### src/rtl/counter_bank_if.sv
// Strobe/value bus and status outputs of the counter bank.
interface counter_bank_if #(
    parameter int unsigned C_CHANNELS = 4,
    parameter int unsigned C_WIDTH    = 16
);
    logic [C_CHANNELS-1:0]         load;
    logic [C_CHANNELS-1:0]         incr;
    logic [C_CHANNELS-1:0]         decr;
    logic [C_CHANNELS*C_WIDTH-1:0] load_value;
    logic [C_CHANNELS*C_WIDTH-1:0] stride_value;
    logic [C_CHANNELS*C_WIDTH-1:0] threshold_value;
    logic [C_CHANNELS*C_WIDTH-1:0] count;
    logic [C_CHANNELS-1:0]         is_zero;
    logic [C_CHANNELS-1:0]         overflow;
    logic [C_CHANNELS-1:0]         threshold_hit;
    logic                          all_zero;

    modport master (
        output load, incr, decr, load_value, stride_value, threshold_value,
        input  count, is_zero, overflow, threshold_hit, all_zero
    );

    modport slave (
        input  load, incr, decr, load_value, stride_value, threshold_value,
        output count, is_zero, overflow, threshold_hit, all_zero
    );
endinterface

### src/rtl/counter_bank.sv
// Bank of independent up/down counters with per-channel load, stride and
// threshold; wrap or saturate selected per instance.
module counter_bank #(
    parameter int unsigned         C_CHANNELS = 4,
    parameter int unsigned         C_WIDTH    = 16,
    parameter logic [C_WIDTH-1:0]  C_INIT     = '0,
    parameter logic [C_WIDTH-1:0]  S_INIT     = {{(C_WIDTH-1){1'b0}}, 1'b1},
    parameter bit                  C_SATURATE = 1'b0
) (
    input  logic                 ap_clk,
    input  logic                 ap_rst_n,
    input  logic                 ap_clken,
    counter_bank_if.slave        bus
);

    logic [C_WIDTH-1:0] cnt_arr  [C_CHANNELS];
    logic               zero_arr [C_CHANNELS];
    logic               ovf_arr  [C_CHANNELS];
    logic               hit_arr  [C_CHANNELS];

    for (genvar i = 0; i < C_CHANNELS; i++) begin : g_chan
        logic [C_WIDTH-1:0] cnt_q;
        logic [C_WIDTH-1:0] str_q;
        logic [C_WIDTH-1:0] thr_q;
        logic               zero_q;
        logic               ovf_q;
        logic               hit_q;

        logic [C_WIDTH:0]   sum;
        logic [C_WIDTH-1:0] diff;
        logic [C_WIDTH-1:0] nxt;
        logic               carry;
        logic               borrow;
        logic               do_inc;
        logic               do_dec;

        // Next count for an incr/decr step, with carry/borrow detection
        always_comb begin
            sum    = {1'b0, cnt_q} + {1'b0, str_q};
            carry  = sum[C_WIDTH];
            borrow = (str_q > cnt_q);
            diff   = cnt_q - str_q;
            do_inc = bus.incr[i] & ~bus.decr[i];
            do_dec = bus.decr[i] & ~bus.incr[i];
            nxt    = cnt_q;
            if (do_inc) begin
                nxt = (C_SATURATE && carry) ? '1 : sum[C_WIDTH-1:0];
            end else if (do_dec) begin
                nxt = (C_SATURATE && borrow) ? '0 : diff;
            end
        end

        // Channel state: reset > clock enable > load > incr/decr > hold
        always_ff @(posedge ap_clk) begin
            if (!ap_rst_n) begin
                cnt_q  <= C_INIT;
                str_q  <= S_INIT;
                thr_q  <= '1;
                zero_q <= (C_INIT == '0);
                ovf_q  <= 1'b0;
                hit_q  <= 1'b0;
            end else if (ap_clken) begin
                if (bus.load[i]) begin
                    cnt_q  <= bus.load_value[i*C_WIDTH +: C_WIDTH];
                    str_q  <= bus.stride_value[i*C_WIDTH +: C_WIDTH];
                    thr_q  <= bus.threshold_value[i*C_WIDTH +: C_WIDTH];
                    zero_q <= (bus.load_value[i*C_WIDTH +: C_WIDTH] == '0);
                    ovf_q  <= 1'b0;
                    hit_q  <= 1'b0;
                end else begin
                    cnt_q  <= nxt;
                    zero_q <= (nxt == '0);
                    hit_q  <= (do_inc || do_dec) && (nxt == thr_q);
                    if ((do_inc && carry) || (do_dec && borrow)) begin
                        ovf_q <= 1'b1;
                    end
                end
            end
        end

        assign cnt_arr[i]  = cnt_q;
        assign zero_arr[i] = zero_q;
        assign ovf_arr[i]  = ovf_q;
        assign hit_arr[i]  = hit_q;
    end

    // Pack per-channel registers onto the bus outputs
    always_comb begin
        bus.count         = '0;
        bus.is_zero       = '0;
        bus.overflow      = '0;
        bus.threshold_hit = '0;
        for (int unsigned i = 0; i < C_CHANNELS; i++) begin
            bus.count[i*C_WIDTH +: C_WIDTH] = cnt_arr[i];
            bus.is_zero[i]                  = zero_arr[i];
            bus.overflow[i]                 = ovf_arr[i];
            bus.threshold_hit[i]            = hit_arr[i];
        end
        bus.all_zero = &bus.is_zero;
    end

endmodule
### src/flat_wrapper.sv
// flat-port wrapper written by rule: the top's interface ports become plain ports
module counter_bank_flat 
#(
    parameter int unsigned         C_CHANNELS = 4,
    parameter int unsigned         C_WIDTH    = 16,
    parameter logic [C_WIDTH-1:0]  C_INIT     = '0,
    parameter logic [C_WIDTH-1:0]  S_INIT     = {{(C_WIDTH-1){1'b0}}, 1'b1},
    parameter bit                  C_SATURATE = 1'b0
)
  (ap_clk, ap_rst_n, ap_clken, bus_load, bus_incr, bus_decr, bus_load_value, bus_stride_value, bus_threshold_value, bus_count, bus_is_zero, bus_overflow, bus_threshold_hit, bus_all_zero);
  counter_bank_if #(.C_CHANNELS(C_CHANNELS), .C_WIDTH(C_WIDTH)) bus_i ();
  input  logic ap_clk;
  input  logic ap_rst_n;
  input  logic ap_clken;
  input wire logic [$bits(bus_i.load)-1:0] bus_load;
  input wire logic [$bits(bus_i.incr)-1:0] bus_incr;
  input wire logic [$bits(bus_i.decr)-1:0] bus_decr;
  input wire logic [$bits(bus_i.load_value)-1:0] bus_load_value;
  input wire logic [$bits(bus_i.stride_value)-1:0] bus_stride_value;
  input wire logic [$bits(bus_i.threshold_value)-1:0] bus_threshold_value;
  output wire logic [$bits(bus_i.count)-1:0] bus_count;
  output wire logic [$bits(bus_i.is_zero)-1:0] bus_is_zero;
  output wire logic [$bits(bus_i.overflow)-1:0] bus_overflow;
  output wire logic [$bits(bus_i.threshold_hit)-1:0] bus_threshold_hit;
  output wire logic [$bits(bus_i.all_zero)-1:0] bus_all_zero;
  assign bus_i.load = bus_load;
  assign bus_i.incr = bus_incr;
  assign bus_i.decr = bus_decr;
  assign bus_i.load_value = bus_load_value;
  assign bus_i.stride_value = bus_stride_value;
  assign bus_i.threshold_value = bus_threshold_value;
  assign bus_count = bus_i.count;
  assign bus_is_zero = bus_i.is_zero;
  assign bus_overflow = bus_i.overflow;
  assign bus_threshold_hit = bus_i.threshold_hit;
  assign bus_all_zero = bus_i.all_zero;
  counter_bank #(.C_CHANNELS(C_CHANNELS), .C_WIDTH(C_WIDTH), .C_INIT(C_INIT), .S_INIT(S_INIT), .C_SATURATE(C_SATURATE)) u_core (.ap_clk(ap_clk), .ap_rst_n(ap_rst_n), .ap_clken(ap_clken), .bus(bus_i));
endmodule
### config.mk
export PLATFORM = sky130hd
export DESIGN_NAME = counter_bank_flat
export DESIGN_NICKNAME = d
export VERILOG_FILES = /design/src/rtl/counter_bank_if.sv /design/src/rtl/counter_bank.sv /design/src/flat_wrapper.sv
export SDC_FILE = /design/constraint.sdc
export NUM_CORES = 1
export LEC_CHECK = 0
export CORE_MARGIN = 3
export CORE_UTILIZATION = 40
export DETAILED_ROUTE_END_ITERATION = 10
export SLEW_MARGIN = 20
export SYNTH_ARGS = -nofsm -noshare
export SYNTH_HDL_FRONTEND = slang
export SYNTH_SLANG_ARGS = --single-unit
### constraint.sdc
create_clock -name ap_clk -period 8.5 [get_ports ap_clk]
set_input_delay 0.85 -clock ap_clk [delete_from_list [all_inputs] [get_ports ap_clk]]
set_output_delay 0.85 -clock ap_clk [all_outputs]
set_load 0.05 [all_outputs]
======== Word level (Yosys, flattened, before mapping) ========
Index checks and enable logic that the tools add are counted.
word-level totals
  flip-flop bits (word level) ............. 204
  input port bits ......................... 207
  output and inout port bits .............. 77
cells by class
  $add $sub $neg .......................... 8
  magnitude comparators ................... 4
  equal/unequal tests ..................... 4
  multiplexer cells ....................... 28
  bitwise logic cells ..................... 16
  reduce and logical (&&, ||, !) cells .... 41
operators with widths
  operator                        count
  two-way mux 16 bit              12
  logical NOT 16 bit              8
  adder 16 x 16 -> 17 bit         4
  equality test 16 bit            4
  greater-than comparator 16 bit  4
  subtractor 16 bit               4
  two-way mux 1 bit               16
  AND reduction 2 bit             8
  logical AND 1 bit               12
  bitwise AND 1 bit               8
  logical OR 1 bit                8
  inverter 1 bit                  8
  nonzero test 2 bit              4
  AND reduction 4 bit             1

======== Longest topological paths before layout ========
Gate-level depths: netlist of the first run.
  depth in word-level cells ............... 7
  depth in mapped cells ................... 14

======== Least setup slack after synthesis of the first run ========
OpenSTA, ideal clock, no wires.
  path type ............................... reg2reg
  start point ............................. register u_core.g_chan[1].cnt_q[0]
  end point ............................... register u_core.g_chan[1].zero_q
  library setup time ...................... 57 ps
  arrival ................................. 3669 ps
  required time ........................... 8443 ps
  setup slack ............................. 4774 ps
  stages on the path, launching flop included .. 13
  path buffers ............................ 0
  cell sequence ........................... dfxtp_1 -> inv_1 -> ha_1 -> inv_1 -> fa_1 -> mux2i_1 -> o21ai_0 -> or4b_1 -> or4_1 -> or4b_1 -> nor4_1 -> and4b_1 -> o32a_2
on the way
  cells in the longest elaborated chain, start to end .. 5
  elaborated cells between the ends (all ways) .. 6
  those cells by class .................... add/sub (2); mux (3); reduce/logical (1)
RTL lines
  what                    line                RTL
  from (decl)             counter_bank.sv:22  logic [C_WIDTH-1:0] cnt_q;
  from (signal assigned)  counter_bank.sv:64  cnt_q <= bus.load_value[i*C_WIDTH +: C_WIDTH];
  from (signal assigned)  counter_bank.sv:71  cnt_q <= nxt;
  subtractor 16 bit       counter_bank.sv:42  diff = cnt_q - str_q;
  two-way mux 16 bit      counter_bank.sv:48  end else if (do_dec) begin
  two-way mux 16 bit *    counter_bank.sv:46  if (do_inc) begin
  logical NOT 16 bit *    counter_bank.sv:72  zero_q <= (nxt == '0);
  two-way mux 1 bit *     counter_bank.sv:63  if (bus.load[i]) begin
  to (signal assigned)    counter_bank.sv:59  zero_q <= (C_INIT == '0);
  to (signal assigned)    counter_bank.sv:67  zero_q <= (bus.load_value[i*C_WIDTH +: C_WIDTH] == '0);
  to (signal assigned)    counter_bank.sv:72
  to (decl)               counter_bank.sv:25  logic zero_q;
Mark *: on every way between the ends. The rest lies on a longest branch, timed or not.
A chain may end at the register's enable or synchronous reset.

======== Worst setup path in the final report of the first run ========
  start point ............................. input bus_incr[2]
  end point ............................... register u_core.g_chan[2].hit_q
on the way
  cells in the longest elaborated chain, start to end .. 7
  elaborated cells between the ends (all ways) .. 9
  those cells by class .................... eq/ne (1); mux (3); bitwise (3); reduce/logical (2)
RTL lines
  what                  line                RTL
  from (decl)           flat_wrapper.sv:16  input wire logic [$bits(bus_i.incr)-1:0] bus_incr;
  inverter 1 bit        counter_bank.sv:44  do_dec = bus.decr[i] & ~bus.incr[i];
  bitwise AND 1 bit     counter_bank.sv:44
  two-way mux 16 bit    counter_bank.sv:48
  two-way mux 16 bit    counter_bank.sv:46
  equality test 16 bit  counter_bank.sv:73  hit_q <= (do_inc || do_dec) && (nxt == thr_q);
  logical AND 1 bit *   counter_bank.sv:73
  two-way mux 1 bit *   counter_bank.sv:63
  to (signal assigned)  counter_bank.sv:73
  to (decl)             counter_bank.sv:27  logic hit_q;
Marked as above.

==> results of run 1 <==
## layout make-up
class | instances | area (um2)
well taps | 592 | 741
flip-flops and latches | 204 | 4080
fillers | 4507 | 22500
clock buffers | 40 | 763
repair buffers | 301 | 2960
clock inverters | 6 | 93.8
diodes | 3 | 7.51
inverters | 160 | 603
multi-input cells | 1943 | 12600
## cell usage in the layout (no fill, tap or decap), drive strengths merged, types with 22 or more instances in the layout
master / count
a211oi: 51
nor4: 37
nor2b: 41
o211ai: 48
nor2: 174
xnor2: 63
nand2b: 40
a21o: 33
nand3: 96
o21a: 28
mux2i: 53
clkbuf: 40
dfxtp: 204
clkdlybuf4s50: 281
o31ai: 23
nand2: 366
nor3: 47
inv: 155
nand4: 22
a2111oi: 22
o21ai: 123
ha: 140
xor2: 34
a21oi: 184
## per-stage QoR
| stage | instances | worst slack [ns] | instance area [um2] | total power [W] |
|---|---|---|---|---|
| after detailed placement | 3200 | 3.63 | 21000 | 0.00237 |
| final | 3249 | 4.08 | 21800 | 0.00350 |
| after global routing | 3248 | 3.66 | 21800 | 0.00370 |
| after global placement | 3200 | 3.79 | 21000 | 0.00237 |
| after CTS | 3246 | 4.21 | 21800 | 0.00353 |
| after floorplan | 2481 | 4.77 | 18000 | 0.00196 |
## final timing paths
path,from,endpoint,slack [ns],cells past startpoint
max reg2reg,u_core.g_chan[2].cnt_q[0]$_SDFFE_PN0P_,u_core.g_chan[2].hit_q$_SDFFE_PN0P_,4.47,14
min reg2reg,u_core.g_chan[2].str_q[4]$_SDFFE_PN0P_,u_core.g_chan[2].str_q[4]$_SDFFE_PN0P_,0.47,2
max,bus_incr[2],u_core.g_chan[2].hit_q$_SDFFE_PN0P_,4.08,12
min,u_core.g_chan[2].str_q[4]$_SDFFE_PN0P_,u_core.g_chan[2].str_q[4]$_SDFFE_PN0P_,0.47,2
## state kept, by name, summed over array words and instances, names as in the netlist
name	count
u_core.g_chan.cnt_q	64
u_core.g_chan.thr_q	64
u_core.g_chan.zero_q	4
u_core.g_chan.ovf_q	4
u_core.g_chan.hit_q	4
u_core.g_chan.str_q	64
## metal layers
| layer | up-vias | track usage [%] |
|---|---|---|
| met5 | - | 0 |
| met4 | 0 | 6.94 |
| met3 | 92 | 3.40 |
| met2 | 626 | 41.9 |
| met1 | 8983 | 38.4 |
| li1 | 9159 | - |
## cell families (layout without fill, tap and decap cells)
logic type	after synthesis	count (layout)
AND/OR/NAND/NOR	935	935
AO/OA/AOI/OAI	696	696
buffers and inverters	334	507
flip-flops	204	204
adder cells (fa/ha/maj)	148	148
XOR/XNOR	98	98
multiplexers	66	66
other	0	3
## power by group through the flow
stage	clock (W)	sequential, W	combinational, W
after global routing	0.00119	0.00113	0.00138
after global placement	0	0.00113	0.00124
final	0.00113	0.00112	0.00126
after floorplan	0	0.00118	0.000786
after CTS	0.00117	0.00111	0.00125
after detailed placement	0	0.00113	0.00124
## worst reg2reg max path: cells and delay by family (launching register included)
family,cells,cell delay [ns]
buffers and inverters,2,0.15
AOI/OAI and AO/OA,9,2.54
muxes,1,0.33
DFF,1,0.36
adders and majority gates,2,0.57
==> key figures, run 1 <==
Floorplanning
  • # IOs: 284
  • # rows: 77
  • Initial Util: 40.6%
  • Die ar.: 47500 um2
  • Die H: 218 um
  • Core ar.: 44300 um2
  • Die W: 218 um

Logic synthesis
  • #FFs+latches synth: 204
  • Predominant post-synthesis flop cell: dfxtp_1
  • Post-synth top cells: 366 x nand2_1, 204 x dfxtp_1, 184 x a21oi_1
  • Post-Synth Adder-Cell Area: 10.6%
  • Mux share of post-synthesis cell area: 3.76%
  • Synthesis Warnings: 0
  • Netlist cell types: 87
  • Post-synth top area cell: dfxtp_1
  • Largest family of logic cells by synthesized area: compound AO/OA/AOI/OAI gates
  • Top-area cell type share of the netlist area: 22.7%
  • Syn avg cell area: 7.25 um2
  • Area of the mapped netlist: 18000 um2
  • Most frequent cell after synthesis: nand2_1
  • Top cells by area, synth: dfxtp_1 23%, ha_1 9.7%, nand2_1 7.6%
  • Simple-gate share of the synthesized area: 24.7%
  • Number of enable flip-flop cells after synthesis: 0
  • XOR/XNOR Fraction of Synth Area: 4.85%
  • Seq/Total Area, Yosys: 22.7%
  • Cells after synthesis: 2481
  • Asr flop ratio synth: 0%
  • Syn nets: 2836
  • Complex-gate fraction of the synthesized area: 26.0%

CTS
  • CTS root buf: clkbuf_16
  • Worst-Skew Late Latency: 0.57 ns
  • CTS Buf Count: 26
  • Post-CTS Setup Bufs: 0
  • CTS clk-pin slew, worst paths: 0.06 ns
  • H-tree levels: 1
  • CTS sink cnt: 204
  • # hold bufs at CTS: 0
  • # resized after CTS: 0
  • Bufs on Longest Clock Path: 3
  • Clock tree from TritonCTS: done

Placement
  • Gpl congestion: 0.937
  • Port bufs: 283
  • Detailed Place HPWL: 50300 um

STA
  • Fin crit period: 4.42 ns
  • Final setup vio count: 0
  • Slew margin rel.: 33.1%
  • Worst-margin pin slew: 0.993 ns
  • RSZ-0062 raised after global routing: no
  • Hold Violations, Final: 0
  • Max Fclk: 0.226 GHz
  • Setup TNS: 0 ns
  • Clock skew: 0.0143 ns
  • Slew Limit Fails: 0
  • Period utilization: 52.0%
  • Worst hold slack: 0.474 ns

Power
  • Leakage: 8.78 nW
  • Peak VDD IR: 0.147 mV
  • Clock group share of total power: 32.1%
  • Sw Ratio: 37.1%
  • Reg power frac: 31.9%
  • Switching power total: 0.00130 W
  • Internal power: 0.00221 W
  • Logic pwr share: 36.0%
  • Power Density: 160 nW/um2

Finish
  • Final #Nets: 2991
  • Area Overhead vs Synth: 21.5%
  • Fin util: 49.3%
  • Share of cells above drive strength 1: 3.92%

Critical path
  • Setup crit start kind: primary input
  • WP buf/inv: 3
  • CP required: 9.00 ns
  • CP arrival: 4.92 ns
  • CP max stage delay: 0.63 ns
  • CP delay by family, top: compound AO/OA/AOI/OAI gates
  • Crit end category: flop
  • Slowest-stage cell, CP: ha_1
  • CP max FO: 19
  • Worst path cell trace: clkdlybuf4s50_1, inv_1, ha_1, inv_1, nor2_1, a32oi_1, mux2_2, a21o_1, a2111oi_0, o2111ai_1, a2111oi_0, a22o_1
  • Type of the worst setup path: primary input to flop

GRT
  • First-pass GRT wire length: 102000 um
  • Largest net degree at the start of global routing: 80
  • GRT Total Usage: 26.6%
  • Remaining Overflow, GRT: 0
  • Initial antenna violation count: 3
  • Vias in the first global route: 17800

Detailed routing
  • DR WL met3: 3940 um
  • Top sig layer: met4
  • DR WL/cell: 20.4 um
  • Drt pass-1 iters: 5
  • Via-to-Cell Ratio: 5.80
  • Via Count: 18900
  • WL met2: 29500 um
  • DRT iter0 DRCs: 1617
  • Antenna viol nets, final: 0
  • DRT met1 WL: 31000 um
  • DR DRC count: 0
  • Drt total wl: 66200 um

Hold path
  • Min-Delay Path Class: flop to flop

Outcome
  • Outcome: complete, no violations

Job
  • Max-Cap Viols: 0
Power figures use the tool's default switching activity.
==> inputs of run 2 (changes only) <==
==> constraint.sdc (replaced) <==
create_clock -name ap_clk -period 4.2 [get_ports ap_clk]
set_input_delay 0.42 -clock ap_clk [delete_from_list [all_inputs] [get_ports ap_clk]]
set_output_delay 0.42 -clock ap_clk [all_outputs]
set_load 0.05 [all_outputs]
==> run 2 against run 1 <==
  * Worst hold slack worse by 0.076 ns
  * Routed wire length up 4.2%
  * Critical path depth unchanged
  * Largest cell class unchanged
  * Utilization up 1.3 points
  * Global-route usage grew 1.3 points
  * Combinational power rose by 110%
==> key figures, run 2 (synthesis results as in run 1) <==
Power
  • Power Density: 333 nW/um2
  • Leakage: 9.15 nW
  • Peak VDD IR: 0.299 mV

Floorplanning
  • Die ar.: 47500 um2
  • Die H: 218 um
  • Initial Util: 40.6%
  • # rows: 77
  • Die W: 218 um
  • Core ar.: 44300 um2
  • # IOs: 284

Critical path
  • CP most frequent cell: inv_1
  • Worst path cell trace: inv_1, ha_1, inv_1, o31ai_1, a21oi_1, a2111oi_0, o21ai_0, or4b_1, o211ai_1, or4_1, nor4bb_1, a31o_2
  • Crit end category: flop
  • CP max stage delay: 0.71 ns
  • Setup crit start kind: flop
  • CP max FO: 10
  • CP required: 4.71 ns
  • Reg2Reg Depth: 12
  • Type of the worst setup path: flop to flop
  • Slowest-stage cell, CP: a2111oi_0
  • CP arrival: 4.36 ns

Placement
  • Gpl congestion: 0.940
  • Detailed Place HPWL: 53300 um
  • Placed cells: 3261
  • Placed cell area: 21400 um2
  • Place WS: 0.254 ns
  • Port bufs: 283

CTS
  • Worst-Skew Late Latency: 0.56 ns
  • # hold bufs at CTS: 0
  • CTS root buf: clkbuf_16
  • Bufs on Longest Clock Path: 3
  • H-tree levels: 1
  • CTS clk-pin slew, worst paths: 0.06 ns
  • Clock tree from TritonCTS: done
  • Post-CTS Setup Bufs: 0
  • CTS Buf Count: 27
  • CTS sink cnt: 204
  • # resized after CTS: 0

Finish
  • Most frequent cells in the layout: 364 x nand2_1, 281 x clkdlybuf4s50_1, 204 x dfxtp_1, 184 x a21oi_1, 171 x nor2_1
  • Final #Nets: 3053
  • Post-route insts no fill: 3311
  • Area Overhead vs Synth: 24.7%
  • Commonest non-fill, non-tap cell in the layout: nand2_1
  • Share of cells above drive strength 1: 6.44%
  • Final instance area: 22400 um2
  • Largest registers: u_core.g_chan.cnt_q x64, u_core.g_chan.str_q x64, u_core.g_chan.thr_q x64

GRT
  • GRT Total Usage: 27.9%
  • Initial antenna violation count: 1
  • First-pass GRT wire length: 106000 um
  • Vias in the first global route: 18200
  • Largest net degree at the start of global routing: 68
  • Remaining Overflow, GRT: 0

Hold path
  • Hold path depth: 3
  • Min-Delay Path Class: primary input to flop

STA
  • Max Fclk: 0.260 GHz
  • Slew margin rel.: 39.8%
  • Clock skew: 0.0115 ns
  • Slew Limit Fails: 0
  • Hold Violations, Final: 0
  • Final setup vio count: 0
  • Setup TNS: 0 ns
  • Final WS setup: 0.347 ns
  • RSZ-0062 raised after global routing: no
  • Period utilization: 91.7%
  • Fin crit period: 3.85 ns
  • Worst-margin pin slew: 0.895 ns

Detailed routing
  • Via Count: 19200
  • DRT iter0 DRCs: 1720
  • DR WL/cell: 20.8 um
  • Drt total wl: 69000 um
  • Drt pass-1 iters: 5
  • Via-to-Cell Ratio: 5.78
  • DR DRC count: 0
  • Antenna viol nets, final: 0

Outcome
  • Outcome: complete, no violations

Job
  • Max-Cap Viols: 0
-- run 2: critical path, delay by kind of cell, from the launching register on --
family          cells  cell delay, ns
flops               1            0.36
simple gates        3            1.02
compound gates      6            1.66
fa+ha+maj           1            0.49
buf+inv             2            0.24
-- run 2: area by class of cell --
type / count / area, um2
fill: 4420 / 21900
inverter: 160 / 603
clock inverter: 18 / 260
clock buffer: 31 / 721
timing repair buffer: 362 / 3420
tap: 592 / 741
antenna: 1 / 2.50
sequential: 204 / 4080
multi-input combinational: 1943 / 12600
-- run 2: power breakdown --
part           switching (W)  total (W)  internal (W)
clock               0.000974    0.00257       0.00160
combinational        0.00158    0.00267       0.00109
sequential          0.000168    0.00223       0.00206
-- run 2: worst paths after layout --
kind | slack [ns] | from | end
setup / recovery | 0.35 | u_core.g_chan[3].str_q[10]$_SDFFE_PN0P_ | u_core.g_chan[3].hit_q$_SDFFE_PN0P_
hold reg to reg | 0.47 | u_core.g_chan[3].str_q[6]$_SDFFE_PN0P_ | u_core.g_chan[3].str_q[6]$_SDFFE_PN0P_
hold / removal | 0.40 | bus_stride_value[60] | u_core.g_chan[3].str_q[12]$_SDFFE_PN0P_
setup reg to reg | 0.35 | u_core.g_chan[3].str_q[10]$_SDFFE_PN0P_ | u_core.g_chan[3].hit_q$_SDFFE_PN0P_
-- run 2: layer usage --
| metal | wire length [um] | vias to the layer above | global-route usage (%) |
|---|---|---|---|
| met3 | 4580 | 81 | 3.57 |
| met1 | 32400 | 9098 | 40.6 |
| met5 | 0 | - | 0 |
| li1 | - | 9292 | - |
| met2 | 30400 | 683 | 44.1 |
| met4 | 1520 | 0 | 5.89 |
-- run 2: through the flow --
step	hold slack, ns	util, %	total power [W]
CTS	0.372	50.6	0.00749
floorplan	0.426	-	0.00397
global placement	0.463	48.4	0.00488
finish	0.399	50.6	0.00747
global route	0.387	50.6	0.00784
detailed placement	0.466	48.4	0.00488
